--- config.mk ---
export PLATFORM = sky130hd
export DESIGN_NAME = moving_average_filter_flat
export DESIGN_NICKNAME = d
export VERILOG_FILES = /design/src/rtl/dsp_pkg.sv /design/src/rtl/moving_average_filter_if.sv /design/src/rtl/ma_channel.sv /design/src/rtl/moving_average_filter.sv /design/src/flat_wrapper.sv
export SDC_FILE = /design/constraint.sdc
export NUM_CORES = 1
export LEC_CHECK = 0
export ABC_AREA = 1
export CAP_MARGIN = 10
export CORE_UTILIZATION = 55
export CTS_BUF_LIST = sky130_fd_sc_hd__clkbuf_8
export DETAILED_ROUTE_END_ITERATION = 7
export PLACE_DENSITY = 0.82
export REMOVE_ABC_BUFFERS = 1
export SLEW_MARGIN = 15
export SYNTH_ARGS = -nofsm -noshare
export SYNTH_HDL_FRONTEND = slang
export SYNTH_SLANG_ARGS = --single-unit
--- constraint.sdc ---
create_clock -name clk -period 5.6 [get_ports clk]
set_clock_uncertainty 0.2 [all_clocks]
set_input_delay 1.12 -clock clk [delete_from_list [all_inputs] [get_ports clk]]
set_output_delay 1.12 -clock clk [all_outputs]
set_load 0.02 [all_outputs]
--- src/rtl/dsp_pkg.sv ---
// Shared definitions for the audio moving-average filter.
//   filter_state_t : FSM encoding (CLEAR while history is being zeroed, RUN otherwise)
//   depth_of()     : window depth from its log2, never smaller than 2
//   AUDIO_W/CH     : default sample width and channel count of the codec path
package dsp_pkg;

    typedef enum logic {
        CLEAR = 1'b0,
        RUN   = 1'b1
    } filter_state_t;

    localparam int AUDIO_W  = 24;
    localparam int AUDIO_CH = 2;

    function automatic int depth_of(input int log2_n);
        return (log2_n < 1) ? 2 : (1 << log2_n);
    endfunction

endpackage

--- src/rtl/moving_average_filter_if.sv ---
// Sample-stream bundle between the codec path and the moving-average filter.
//   mode      : 1 = filtered output, 0 = raw sample (sampled with the accepted set)
//   clear     : request to zero all filter history
//   in_valid  / in_ready / in_data  : input sample set, channel c at [c*W +: W]
//   out_valid / out_data            : one-cycle pulse per result, same packing
// Handshake: a sample set is transferred on a rising clock edge where
// in_valid and in_ready are both 1; in_ready may depend combinationally on
// clear. There is no output back-pressure: out_valid is a single-cycle pulse
// and out_data holds its value between pulses.
interface moving_average_filter_if #(
    parameter int W        = dsp_pkg::AUDIO_W,
    parameter int CHANNELS = dsp_pkg::AUDIO_CH
) ();

    logic                  mode;
    logic                  clear;
    logic                  in_valid;
    logic                  in_ready;
    logic [CHANNELS*W-1:0] in_data;
    logic                  out_valid;
    logic [CHANNELS*W-1:0] out_data;

    modport master (
        output mode, clear, in_valid, in_data,
        input  in_ready, out_valid, out_data
    );

    modport slave (
        input  mode, clear, in_valid, in_data,
        output in_ready, out_valid, out_data
    );

endinterface

--- src/rtl/ma_channel.sv ---
// One channel of the boxcar filter: DEPTH x W history ring, running sum and
// output register.
//   clk, reset : clock, asynchronous active-low reset
//   wr_en      : accept x into slot ptr and update the running sum
//   clr_en     : zero slot ptr and the running sum (takes priority over wr_en)
//   ptr        : ring slot addressed this cycle
//   x          : incoming sample (two's complement)
//   mode       : 1 = rounded average, 0 = raw x
//   y          : registered output, holds between writes
module ma_channel #(
    parameter int W      = 24,
    parameter int LOG2_N = 3
) (
    input  logic              clk,
    input  logic              reset,
    input  logic              wr_en,
    input  logic              clr_en,
    input  logic [LOG2_N-1:0] ptr,
    input  logic [W-1:0]      x,
    input  logic              mode,
    output logic [W-1:0]      y
);
    import dsp_pkg::*;

    localparam int DEPTH = depth_of(LOG2_N);
    localparam int AW    = W + LOG2_N;

    logic [W-1:0]         hist_q [DEPTH];
    logic [W-1:0]         hist_wdata;
    logic                 hist_we;
    logic [W-1:0]         old_sample;
    logic signed [AW-1:0] x_ext;
    logic signed [AW-1:0] old_ext;
    logic signed [AW-1:0] acc_q, acc_d, acc_new;
    logic [W-1:0]         avg;
    logic [W-1:0]         y_q, y_d;

    assign old_sample = hist_q[ptr];
    assign x_ext      = {{LOG2_N{x[W-1]}}, x};
    assign old_ext    = {{LOG2_N{old_sample[W-1]}}, old_sample};
    assign acc_new    = acc_q + x_ext - old_ext;

    // (acc + DEPTH/2) >>> LOG2_N equals floor(acc / DEPTH) plus one exactly
    // when the discarded fraction is at least one half, i.e. when bit
    // LOG2_N-1 is set. The high slice is exactly W bits wide, and the +1 can
    // only happen when the floor is below the positive maximum.
    assign avg = acc_new[AW-1:LOG2_N] + W'(acc_new[LOG2_N-1]);

    always_comb begin
        hist_we    = 1'b0;
        hist_wdata = x;
        acc_d      = acc_q;
        y_d        = y_q;
        if (clr_en) begin
            hist_we    = 1'b1;
            hist_wdata = '0;
            acc_d      = '0;
        end else if (wr_en) begin
            hist_we = 1'b1;
            acc_d   = acc_new;
            y_d     = mode ? avg : x;
        end
    end

    // History needs no reset: the FSM always sweeps it to zero before RUN.
    always_ff @(posedge clk) begin
        if (hist_we) begin
            hist_q[ptr] <= hist_wdata;
        end
    end

    always_ff @(posedge clk or negedge reset) begin
        if (!reset) begin
            acc_q <= '0;
            y_q   <= '0;
        end else begin
            acc_q <= acc_d;
            y_q   <= y_d;
        end
    end

    assign y = y_q;

endmodule

--- src/rtl/moving_average_filter.sv ---
// Multi-channel moving-average (boxcar) filter over the last 2^LOG2_N samples,
// full-precision running sum, single rounding at the output, bypass mode and
// a history clear that sweeps every slot to zero.
//   clk       : system clock
//   reset     : asynchronous active-low reset
//   bus       : sample stream (mode, clear, in_*, out_*), slave side
//   dbg_state : current FSM state
module moving_average_filter #(
    parameter int W        = dsp_pkg::AUDIO_W,
    parameter int LOG2_N   = 3,
    parameter int CHANNELS = dsp_pkg::AUDIO_CH
) (
    input  logic                   clk,
    input  logic                   reset,
    moving_average_filter_if.slave bus,
    output dsp_pkg::filter_state_t dbg_state
);
    import dsp_pkg::*;

    localparam int DEPTH = depth_of(LOG2_N);

    filter_state_t         state_q, state_d;
    logic [LOG2_N-1:0]     cnt_q, cnt_d;
    logic [LOG2_N-1:0]     ptr_q, ptr_d;
    logic [LOG2_N-1:0]     ch_ptr;
    logic                  out_valid_q, out_valid_d;
    logic                  in_ready;
    logic                  accept;
    logic                  clr_en;
    logic [CHANNELS*W-1:0] out_data_w;

    always_comb begin
        state_d     = state_q;
        cnt_d       = cnt_q;
        ptr_d       = ptr_q;
        ch_ptr      = ptr_q;
        in_ready    = 1'b0;
        accept      = 1'b0;
        clr_en      = 1'b0;
        unique case (state_q)
            CLEAR: begin
                // The sweep counter addresses the ring while clearing.
                clr_en = 1'b1;
                ch_ptr = cnt_q;
                if (bus.clear) begin
                    cnt_d = '0;
                end else if (cnt_q == LOG2_N'(DEPTH - 1)) begin
                    state_d = RUN;
                    cnt_d   = '0;
                    ptr_d   = '0;
                end else begin
                    cnt_d = cnt_q + 1'b1;
                end
            end
            RUN: begin
                in_ready = ~bus.clear;
                accept   = bus.in_valid & in_ready;
                if (bus.clear) begin
                    state_d = CLEAR;
                    cnt_d   = '0;
                end else if (accept) begin
                    ptr_d = ptr_q + 1'b1;
                end
            end
            default: state_d = CLEAR;
        endcase
        out_valid_d = accept;
    end

    always_ff @(posedge clk or negedge reset) begin
        if (!reset) begin
            state_q     <= CLEAR;
            cnt_q       <= '0;
            ptr_q       <= '0;
            out_valid_q <= 1'b0;
        end else begin
            state_q     <= state_d;
            cnt_q       <= cnt_d;
            ptr_q       <= ptr_d;
            out_valid_q <= out_valid_d;
        end
    end

    for (genvar c = 0; c < CHANNELS; c++) begin : g_ch
        ma_channel #(
            .W      (W),
            .LOG2_N (LOG2_N)
        ) u_ch (
            .clk    (clk),
            .reset  (reset),
            .wr_en  (accept),
            .clr_en (clr_en),
            .ptr    (ch_ptr),
            .x      (bus.in_data[c*W +: W]),
            .mode   (bus.mode),
            .y      (out_data_w[c*W +: W])
        );
    end

    assign bus.in_ready  = in_ready;
    assign bus.out_valid = out_valid_q;
    assign bus.out_data  = out_data_w;
    assign dbg_state     = state_q;

endmodule
--- src/flat_wrapper.sv ---
// flat-port wrapper written by rule: the top's interface ports become plain ports
module moving_average_filter_flat import dsp_pkg::*;
#(
    parameter int W        = dsp_pkg::AUDIO_W,
    parameter int LOG2_N   = 3,
    parameter int CHANNELS = dsp_pkg::AUDIO_CH
)
  (clk, reset, dbg_state, bus_mode, bus_clear, bus_in_valid, bus_in_data, bus_in_ready, bus_out_valid, bus_out_data);
  moving_average_filter_if #(.W(W), .CHANNELS(CHANNELS)) bus_i ();
  input  logic clk;
  input  logic reset;
  output dsp_pkg::filter_state_t dbg_state;
  input wire logic [$bits(bus_i.mode)-1:0] bus_mode;
  input wire logic [$bits(bus_i.clear)-1:0] bus_clear;
  input wire logic [$bits(bus_i.in_valid)-1:0] bus_in_valid;
  input wire logic [$bits(bus_i.in_data)-1:0] bus_in_data;
  output wire logic [$bits(bus_i.in_ready)-1:0] bus_in_ready;
  output wire logic [$bits(bus_i.out_valid)-1:0] bus_out_valid;
  output wire logic [$bits(bus_i.out_data)-1:0] bus_out_data;
  assign bus_i.mode = bus_mode;
  assign bus_i.clear = bus_clear;
  assign bus_i.in_valid = bus_in_valid;
  assign bus_i.in_data = bus_in_data;
  assign bus_in_ready = bus_i.in_ready;
  assign bus_out_valid = bus_i.out_valid;
  assign bus_out_data = bus_i.out_data;
  moving_average_filter #(.W(W), .LOG2_N(LOG2_N), .CHANNELS(CHANNELS)) u_core (.clk(clk), .reset(reset), .bus(bus_i), .dbg_state(dbg_state));
endmodule
==> results of run 1 <==
## metal layers
layer,vias to the layer above,track usage,wire length [um]
met5,-,0,0
met4,0,0.147,2680
met3,200,0.0559,5700
met2,1002,0.532,36700
met1,9994,0.382,28400
li1,9648,-,-
## cells by family (layout without fill, tap and decap cells)
group	after synthesis	in the layout	synth area share
other	0	3	0
XOR/XNOR	22	22	0.00746
buffers and inverters	400	605	0.0588
flip-flops	494	494	0.553
AO/OA/AOI/OAI	344	344	0.0736
AND/OR/NAND/NOR	1430	1430	0.236
adder cells (fa/ha/maj)	115	115	0.0709
## cells in the mapped netlist, drive strengths merged, types with 5 or more instances
| library cell | number |
|---|---|
| fa | 52 |
| inv | 299 |
| nor2 | 318 |
| o21ai | 196 |
| nand3 | 225 |
| o211ai | 8 |
| clkbuf | 81 |
| nand3b | 9 |
| a21oi | 58 |
| dfrtp | 110 |
| buf | 20 |
| o22ai | 58 |
| xor2 | 17 |
| xnor2 | 5 |
| ha | 63 |
| nor3 | 11 |
| nand2 | 811 |
| o21bai | 5 |
| edfxtp | 384 |
| nand4 | 48 |
| o31ai | 5 |
## state kept, by name, summed over array words and instances, names as in the netlist
register,count
u_core.bus.out_valid,1
u_core.cnt_q,3
u_core.dbg_state,1
u_core.g_ch.u_ch.acc_q,54
u_core.g_ch.u_ch.hist_q,384
u_core.g_ch.u_ch.y,48
u_core.ptr_q,3
## worst reg2reg max path: stages (launching register included)
cell and delay [ns]:
dfrtp_4 0.47, inv_1 0.11, or2_2 0.34, o21ai_4 0.20, inv_6 0.16, buf_8 0.26
o21ai_0 0.25, o22ai_1 0.10, nor2_1 0.22, fa_1 0.46, ha_1 0.41, nand2_1 0.13
inv_1 0.09, nand2_1 0.09, nor2_1 0.28, nand4_1 0.15, buf_4 0.18, nand3_1 0.08
nand2_1 0.05, nand2_1 0.19, nand2_1 0.14, nor2_4 0.19, nand3_1 0.09, nand2_1 0.06
nand3_1 0.14, nand2_1 0.12, nand2_1 0.05
## final cells by class
class | instances | area share
Sequential cell | 494 | 0.483
Multi-Input combinational cell | 1911 | 0.343
Timing Repair Buffer | 157 | 0.0523
Clock buffer | 90 | 0.0418
Inverter | 299 | 0.0382
Tap cell | 607 | 0.0257
Clock inverter | 59 | 0.0164
Antenna cell | 3 | 0.000254
## worst max path at each step
| stage | cells after the start | from | end | slack (ns) |
|---|---|---|---|---|
| after floorplan | 26 | u_core.dbg_state$_DFF_PN0_ | u_core.g_ch[0].u_ch.y[20]$_DFFE_PN0P_ | -6.90 |
| after global placement | 25 | u_core.dbg_state$_DFF_PN0_ | u_core.g_ch[1].u_ch.y[21]$_DFFE_PN0P_ | 0.30 |
| after detailed placement | 25 | u_core.dbg_state$_DFF_PN0_ | u_core.g_ch[1].u_ch.y[21]$_DFFE_PN0P_ | 0.19 |
| after CTS | 25 | u_core.dbg_state$_DFF_PN0_ | u_core.g_ch[1].u_ch.y[21]$_DFFE_PN0P_ | 0.13 |
| after global routing | 28 | u_core.dbg_state$_DFF_PN0_ | u_core.g_ch[0].u_ch.y[20]$_DFFE_PN0P_ | -0.01 |
| final | 26 | u_core.dbg_state$_DFF_PN0_ | u_core.g_ch[1].u_ch.y[21]$_DFFE_PN0P_ | 0.27 |
## stage by stage
stage / instance area [um2] / setup TNS, ns
6_report: 29600 / 0
3_5_place_dp: 27800 / 0
3_3_place_gp: 27800 / 0
4_1_cts: 29500 / 0
2_1_floorplan: 25400 / -2198.67
5_1_grt: 29600 / -0.0130
## layout by cell type (no fill, tap or decap), drive strengths merged, types with 48 or more instances in the layout
master / netlist / routed
a21oi: 58 / 58
buf: 20 / 55
clkbuf: 81 / 91
clkdlybuf4s50: 0 / 101
dfrtp: 110 / 110
edfxtp: 384 / 384
fa: 52 / 52
ha: 63 / 63
inv: 299 / 321
nand2: 811 / 811
nand3: 225 / 225
nand4: 48 / 48
nor2: 318 / 318
o21ai: 196 / 196
o22ai: 58 / 58
## power by group through the flow
stage | sequential [mW] | clock, mW | combinational, mW
after floorplan | 4.37 | 0 | 2.79
after global placement | 4.29 | 0 | 4.08
after detailed placement | 4.30 | 0 | 4.17
after CTS | 4.23 | 3.39 | 4.20
after global routing | 4.24 | 3.56 | 4.76
final | 4.23 | 3.35 | 4.28
## timing repair
item / 4_1_cts / 5_1_grt
endpoints found under the setup margin: 0 / 19
gates resized for setup: 0 / 14
buffers inserted: 0 / 4
==> flow_metrics.tcl, run 1 <==
set metrics [dict create \
    status "finished clean" \
    initial_core_util 0.556 \
    clkSlewWorstSetupHoldPaths_ns 0.06 \
    die_area_um2 47800 \
    cts_buffers 82 \
    synth_edf_count 384 \
    routed_wl_mm 73.5 \
    cts_hold_buf 0 \
    p_sw_frac 0.382 \
    min_period_ns 5.33 \
    r2r_start "u_core.dbg_state$_DFF_PN0_" \
    synthesis.area_um2 25800 \
    synth-main-ff-cell "edfxtp_1" \
    p_int_mw 7.33 \
    via_per_inst 5.76 \
    crit_top_cell "nand2_1" \
    multi_input_area_um2 10200 \
    grt_pass1_wl_mm 113 \
    pwr-share-seq 0.357 \
    critPathMaxStageDelay_ns 0.47 \
    syn_inst 2805 \
    crit_type "flop to flop" \
    clockPowerShare 0.283 \
    fmax_mhz 188 \
    total_power_mw 11.9 \
    tritoncts "built" \
    p_switching_mw 4.53 \
    die_w_um 219 \
    yosysWarnings 0 \
    area_delta_synth_final_pct 14.7 \
    post-place-ws_ns 0.193 \
    dpl.hpwl_mm 48.8 \
    grt_max_degree 113 \
    r2r_end "u_core.g_ch[1].u_ch.y[21]$_DFFE_PN0P_" \
    yosys_register_bits 494 \
    n_fill_cell 3650 \
    finalWorstSetupSlack_ns 0.273 \
    drt_iter0_drc 2215 \
    htreeDepth 3 \
    hold_path.class "primary input to asynchronous set/reset pin" \
    cp.required_ns 5.95 \
    post-route-period-util 0.951 \
    core-area_um2 46500 \
    startpoint_type "flop" \
    ff_latch_area_um2 14300 \
    clock_latency_ns 0.67 \
    clkSinkCount 494 \
    ff2ff_path_depth 26 \
    synth_top_area_frac 0.447 \
    place_congestion 0.983 \
    final_core_util 0.637 \
    cp_data_arrival_time_ns 5.68 \
    async_flop_share 0.223 \
    p_comb_frac 0.361 \
    synth_top_area_cell "edfxtp_1" \
    final_cells 3620 \
    setup_viol 0 \
    drt_first_pass_iters 6 \
    rows 79 \
    die_h_um 219 \
    vias 20844 \
    cap_violations 0 \
    holdWs_ns 0.248 \
    crit_fanout 64 \
    worst-path-buf-inv 5 \
    antenna_found_initial 0 \
    drive_above_1_share 0.0884 \
    wl_per_cell_um 20.3 \
    grt_usage 0.311 \
    drc 0 \
    gr-total-overflow 0 \
    hold_viol_final 0 \
    p_leak_nw 13.1 \
    placed_cells 3463 \
    slew_violations 0 \
    cts_root_buf "clkbuf_8" \
    portBuffers 103 \
    ys_types 46 \
    worst_setup_path_end_kind "flop" \
    syn_avg_cell_area_um2 9.20 \
    io-pin-count 104 \
    ff2ff_setup_slack_ns 0.27 \
    clk_path_buf_depth 3 \
    synth_area_leaders "edfxtp_1 (45%), nand2_1 (11%), dfrtp_1 (11%)" \
    p_per_area_nw_per_um2 401 \
    ys_seq_area_frac 0.553 \
    ant_nets 0 \
    cp_top_family "simple AND/OR/NAND/NOR gates" \
    slowest_stage "dfrtp_4" \
    tightest_slew_ns 0.776 \
    nets 3113 \
    slew_headroom 0.483 \
    ir_drop_mv 0.223 \
    grt_pass1_vias 20963 \
]
Note: power is estimated with default switching activity, not from simulation.
==> run 2: changes to the inputs <==
- CORE_UTILIZATION: 55 -> 50
- PLACE_DENSITY: 0.82 -> 0.77
==> run 2 against run 1 <==
  * The flow now finishes with violations (design-rule violations)
  * Combinational power is essentially flat
  * Critical path depth is the same
  * Non-clock buffer count down 12
  * Power shrank 0.43%
  * Setup slack gained 0.021 ns
  * Register-to-register slack improved by 0.02 ns
  * Critical endpoint is now u_core.g_ch[0].u_ch.y[22]$_DFFE_PN0P_
==> flow_metrics.tcl, run 2 (synthesis gave the netlist of run 1 again) <==
set metrics [dict create \
    status "finished with violations" \
    violations "design-rule violations" \
    cap_violations 0 \
    drive_above_1_share 0.0810 \
    io-pin-count 104 \
    tritoncts "built" \
    cts_setup_buffers 0 \
    drt_first_pass_iters 8 \
    core-area_um2 50600 \
    setup_viol 0 \
    ir_drop_mv 0.201 \
    holdPathStages 2 \
    slew_violations 0 \
    cp_data_arrival_time_ns 5.68 \
    clkSlewWorstSetupHoldPaths_ns 0.07 \
    n_fill_cell 4287 \
    cp.required_ns 5.97 \
    clk_path_buf_depth 3 \
    ff2ff_setup_slack_ns 0.29 \
    drc 3 \
    ant_nets 0 \
    vias 20534 \
    cts_root_buf "clkbuf_8" \
    placed_cells 3519 \
    largest_reg_flops 384 \
    nets 3102 \
    cts_buffers 83 \
    die_h_um 229 \
    slew_headroom 0.282 \
    crit_type "flop to flop" \
    final.setup.tns_ns 0 \
    place_congestion 0.999 \
    dpl.hpwl_mm 47.4 \
    initial_core_util 0.510 \
    r2r_end "u_core.g_ch[0].u_ch.y[22]$_DFFE_PN0P_" \
    hold_viol_final 0 \
    wl_per_cell_um 20.0 \
    total_power_mw 11.8 \
    htreeDepth 3 \
    post-route-period-util 0.948 \
    regMostFlops "u_core.g_ch.u_ch.hist_q" \
    clkSinkCount 494 \
    final_cells 3673 \
    holdCritStartpoint "u_core.g_ch[0].u_ch.y[20]$_DFFE_PN0P_" \
    crit_fanout 7 \
    p_per_area_nw_per_um2 399 \
    routed_wl_mm 73.4 \
    portBuffers 103 \
    ff2ff_path_depth 26 \
    antennaDiodeCount 0 \
    drt_iter0_drc 1929 \
    clock_latency_ns 0.67 \
    most-common-layout-cells "nand2_1 (788), edfxtp_1 (384), inv_1 (322)" \
    via_per_inst 5.59 \
    hold_end "u_core.g_ch[0].u_ch.y[20]$_DFFE_PN0P_" \
    hold_path.class "flop to flop" \
    mostFrequentLayoutCell "nand2_1" \
    p_leak_nw 13.1 \
    fmax_mhz 188 \
    r2r_start "u_core.dbg_state$_DFF_PN0_" \
    tightest_slew_ns 1.08 \
    startpoint_type "flop" \
    grt_max_degree 130 \
    die_area_um2 52500 \
    grt_pass1_wl_mm 112 \
    gr-total-overflow 0 \
    final_core_util 0.586 \
    min_period_ns 5.31 \
    grt_pass1_vias 20324 \
    grt_usage 0.279 \
    worst_setup_path_end_kind "flop" \
    die_w_um 229 \
    rows 82 \
    area_delta_synth_final_pct 14.8 \
    antenna_found_initial 0 \
    rsz0062_at_grt "no" \
]
==> run 2: worst max-delay path by stage <==
stage,to,cells past startpoint,start,slack (ns)
detailed placement,u_core.g_ch[0].u_ch.y[22]$_DFFE_PN0P_,24,u_core.dbg_state$_DFF_PN0_,0.22
global placement,u_core.g_ch[0].u_ch.y[22]$_DFFE_PN0P_,24,u_core.dbg_state$_DFF_PN0_,0.35
CTS,u_core.g_ch[1].u_ch.y[18]$_DFFE_PN0P_,25,u_core.dbg_state$_DFF_PN0_,0.24
finish,u_core.g_ch[0].u_ch.y[22]$_DFFE_PN0P_,26,u_core.dbg_state$_DFF_PN0_,0.29
global route,u_core.g_ch[0].u_ch.y[20]$_DFFE_PN0P_,29,u_core.dbg_state$_DFF_PN0_,0.01
floorplan,u_core.g_ch[0].u_ch.y[20]$_DFFE_PN0P_,26,u_core.dbg_state$_DFF_PN0_,-6.90
==> run 2: where the power goes <==
| part | switching (mW) | internal, mW | leakage [nW] |
|---|---|---|---|
| registers | 0.0718 | 4.15 | 5.25 |
| logic | 2.92 | 1.34 | 6.83 |
| clock network | 1.49 | 1.84 | 0.983 |
| total | 4.48 | 7.33 | 13.1 |
==> run 2: per-layer routing <==
| metal | vias up | share of wire | GRT usage |
|---|---|---|---|
| met5 | - | 0 | 0 |
| met4 | 0 | 0.035 | 0.111 |
| met3 | 192 | 0.065 | 0.0392 |
| met2 | 850 | 0.50 | 0.481 |
| met1 | 9853 | 0.40 | 0.355 |
| li1 | 9639 | - | - |
==> run 2: stage by stage <==
| stage | setup slack [ns] | cell area, um2 | hold slack [ns] |
|---|---|---|---|
| 6_report | 0.294 | 29600 | 0.282 |
| 5_1_grt | 0.0143 | 29600 | 0.302 |
| 4_1_cts | 0.235 | 29600 | 0.286 |
| 3_5_place_dp | 0.220 | 27800 | 0.268 |
| 3_3_place_gp | 0.348 | 27800 | 0.262 |
| 2_1_floorplan | -6.90 | 25400 | 0.273 |
==> run 2: area by class of cell <==
type                    instances  area, um2  area share
flip-flops and latches        494      14300       0.482
multi-input cells            1911      10100       0.342
repair buffers                145       1530      0.0516
clock buffers                  92       1270      0.0427
inverters                     299       1130      0.0381
well taps                     672        841      0.0284
clock inverters                60        448      0.0151
==> run 2: critical path: stages (launching register included) <==
cell      delay, ns
dfrtp_4        0.52
inv_1          0.15
or2_2          0.18
o21ai_4        0.11
inv_4          0.17
nand2_1        0.08
a32o_1         0.23
a221oi_1       0.39
ha_1           0.33
inv_1          0.06
ha_1           0.28
inv_1          0.11
fa_1           0.48
xnor2_1        0.28
ha_1           0.23
ha_1           0.19
inv_1          0.06
nor2_2         0.19
nand3_1        0.14
nor2_1         0.13
nand2_1        0.15
nor2_4         0.22
nand4_1        0.10
nand2_1        0.10
nand2_1        0.05
nand2_1        0.07
nand2_1        0.05
==> run 2: repair_timing <==
item | in CTS | in global routing
hold buffers | 0 | 0
gates resized for setup | 0 | 12
setup endpoints to repair | 0 | 19
==> run 3: changes to the inputs <==
- CTS_CLUSTER_DIAMETER: default -> 120
- clock period: 5.6 -> 5.3 ns (I/O delays scaled with it)
==> run 3 against run 2 <==
  * The run now ends clean
  * Final area rose by 0.68%
  * Setup slack got worse by 0.069 ns
  * Largest power group unchanged
  * Worst hold slack got worse by 0.050 ns
  * Non-clock buffer count increased by 22
  * Maximum frequency grew 4.5%
  * Die area did not move
==> flow_metrics.tcl, run 3 (synthesis gave the netlist of run 1 again) <==
set metrics [dict create \
    status "finished clean" \
    crit_top_cell "nand2_1" \
    total_power_mw 12.4 \
    pwr-share-seq 0.359 \
    place_congestion 1.01 \
    grt_pass1_wl_mm 112 \
    fmax_mhz 197 \
    finalWorstSetupSlack_ns 0.225 \
    wl_per_cell_um 19.7 \
    gr-total-overflow 0 \
    core-area_um2 50600 \
    worst-path-buf-inv 3 \
    area_delta_synth_final_pct 15.5 \
    antenna_found_initial 1 \
    clkSinkCount 494 \
    ir_drop_mv 0.260 \
    clk_path_buf_depth 3 \
    drc 0 \
    io-pin-count 104 \
    clock_latency_ns 0.65 \
    place_area_um2 27900 \
    n_fill_cell 4264 \
    die_w_um 229 \
    startpoint_type "flop" \
    post-route-period-util 0.958 \
    hold_path.class "primary input to asynchronous set/reset pin" \
    p_int_mw 7.70 \
    tritoncts "built" \
    regMostFlops "u_core.g_ch.u_ch.hist_q" \
    dpl.hpwl_mm 48.3 \
    clockPowerShare 0.273 \
    critPathMaxStageDelay_ns 0.50 \
    slew_violations 0 \
    vias 20678 \
    antennaDiodeCount 0 \
    via_per_inst 5.60 \
    cts_hold_buf 0 \
    htreeDepth 3 \
    rows 82 \
    slew_headroom 0.371 \
    slowest_stage "fa_1" \
    die_h_um 229 \
    crit_type "flop to flop" \
    p_per_area_nw_per_um2 417 \
    grt_pass1_vias 20681 \
    grt_max_degree 86 \
    ant_nets 0 \
    final_core_util 0.590 \
    min_period_ns 5.08 \
    drt_first_pass_iters 5 \
    p_leak_nw 13.1 \
    cp.required_ns 5.64 \
    final_area_um2 29800 \
    cts_root_buf "clkbuf_8" \
    p_comb_frac 0.369 \
    cp_data_arrival_time_ns 5.42 \
    drive_above_1_share 0.0933 \
    crit_fanout 56 \
    hold_viol_final 0 \
    p_switching_mw 4.75 \
    tightest_slew_ns 0.944 \
    drt_iter0_drc 2062 \
    worst_setup_path_end_kind "flop" \
    mostFrequentLayoutCell "nand2_1" \
    die_area_um2 52500 \
    cp_top_family "simple AND/OR/NAND/NOR gates" \
    cap_violations 0 \
    p_sw_frac 0.382 \
    post-place-ws_ns 0.119 \
    portBuffers 103 \
    cts_buffers 83 \
    initial_core_util 0.510 \
    nets 3126 \
    setup_viol 0 \
    clkSlewWorstSetupHoldPaths_ns 0.07 \
    most-common-layout-cells "nand2_1 (785), edfxtp_1 (384), inv_1 (321)" \
    grt_usage 0.274 \
    largest_reg_flops 384 \
    routed_wl_mm 72.6 \
]
## run 3: changes by cell type in the layout (fill, tap and decap cells not counted), sizes merged
cell      delta
clkinvlp     -1
clkbuf       -1
clkinv       +6
bufinv       -2
inv          -4
buf         +23
o21ai        +1
## run 3: power by group through the flow
stage	Sequential, mW	Combinational [mW]	Clock [mW]
2_1_floorplan	4.61	2.95	0
3_3_place_gp	4.53	4.34	0
3_5_place_dp	4.54	4.41	0
4_1_cts	4.46	4.44	3.44
5_1_grt	4.48	5.09	3.60
6_report	4.46	4.59	3.39
## run 3: metrics by stage
stage          std cells  setup TNS (ns)  hold WS (ns)
3_3_place_gp        3533               0         0.263
2_1_floorplan       2704        -2345.07         0.273
5_1_grt             3695          -0.106         0.256
3_5_place_dp        3533               0         0.264
6_report            3695               0         0.232
4_1_cts             3683               0         0.246
## run 3: repair_timing
action | in CTS | in global routing
gates resized for setup | 0 | 50
setup buffers | 0 | 8
endpoints found under the setup margin | 0 | 25
## run 3: worst paths after layout
path | from | cells after the start | slack, ns | to
worst max-delay path | u_core.dbg_state$_DFF_PN0_ | 25 | 0.22 | u_core.g_ch[0].u_ch.y[23]$_DFFE_PN0P_
worst min-delay path | reset | 1 | 0.23 | u_core.g_ch[0].u_ch.acc_q[11]$_DFFE_PN0P_
worst max register to register | u_core.dbg_state$_DFF_PN0_ | 25 | 0.22 | u_core.g_ch[0].u_ch.y[23]$_DFFE_PN0P_
worst min register to register | u_core.g_ch[0].u_ch.y[21]$_DFFE_PN0P_ | 2 | 0.28 | u_core.g_ch[0].u_ch.y[21]$_DFFE_PN0P_
max in group asynchronous | reset | 2 | 3.80 | u_core.g_ch[1].u_ch.y[9]$_DFFE_PN0P_
min in group clk | u_core.g_ch[0].u_ch.y[21]$_DFFE_PN0P_ | 2 | 0.28 | u_core.g_ch[0].u_ch.y[21]$_DFFE_PN0P_
## run 3: layout make-up
cell class              count  area (um2)  area share
clock buffers              92        1270      0.0425
repair buffers            167        1670      0.0561
repair inverters            1        8.76    0.000294
inverters                 299        1140      0.0381
clock inverters            58         384      0.0129
multi-input cells        1912       10200       0.343
flip-flops and latches    494       14300       0.479
well taps                 672         841      0.0282
## run 3: layer usage
layer | GRT usage | vias to the layer above | wire length (um)
li1 | - | 9683 | -
met1 | 0.343 | 10008 | 29200
met2 | 0.482 | 812 | 36800
met3 | 0.0436 | 173 | 4620
met4 | 0.0950 | 2 | 2050
met5 | 0 | - | 12
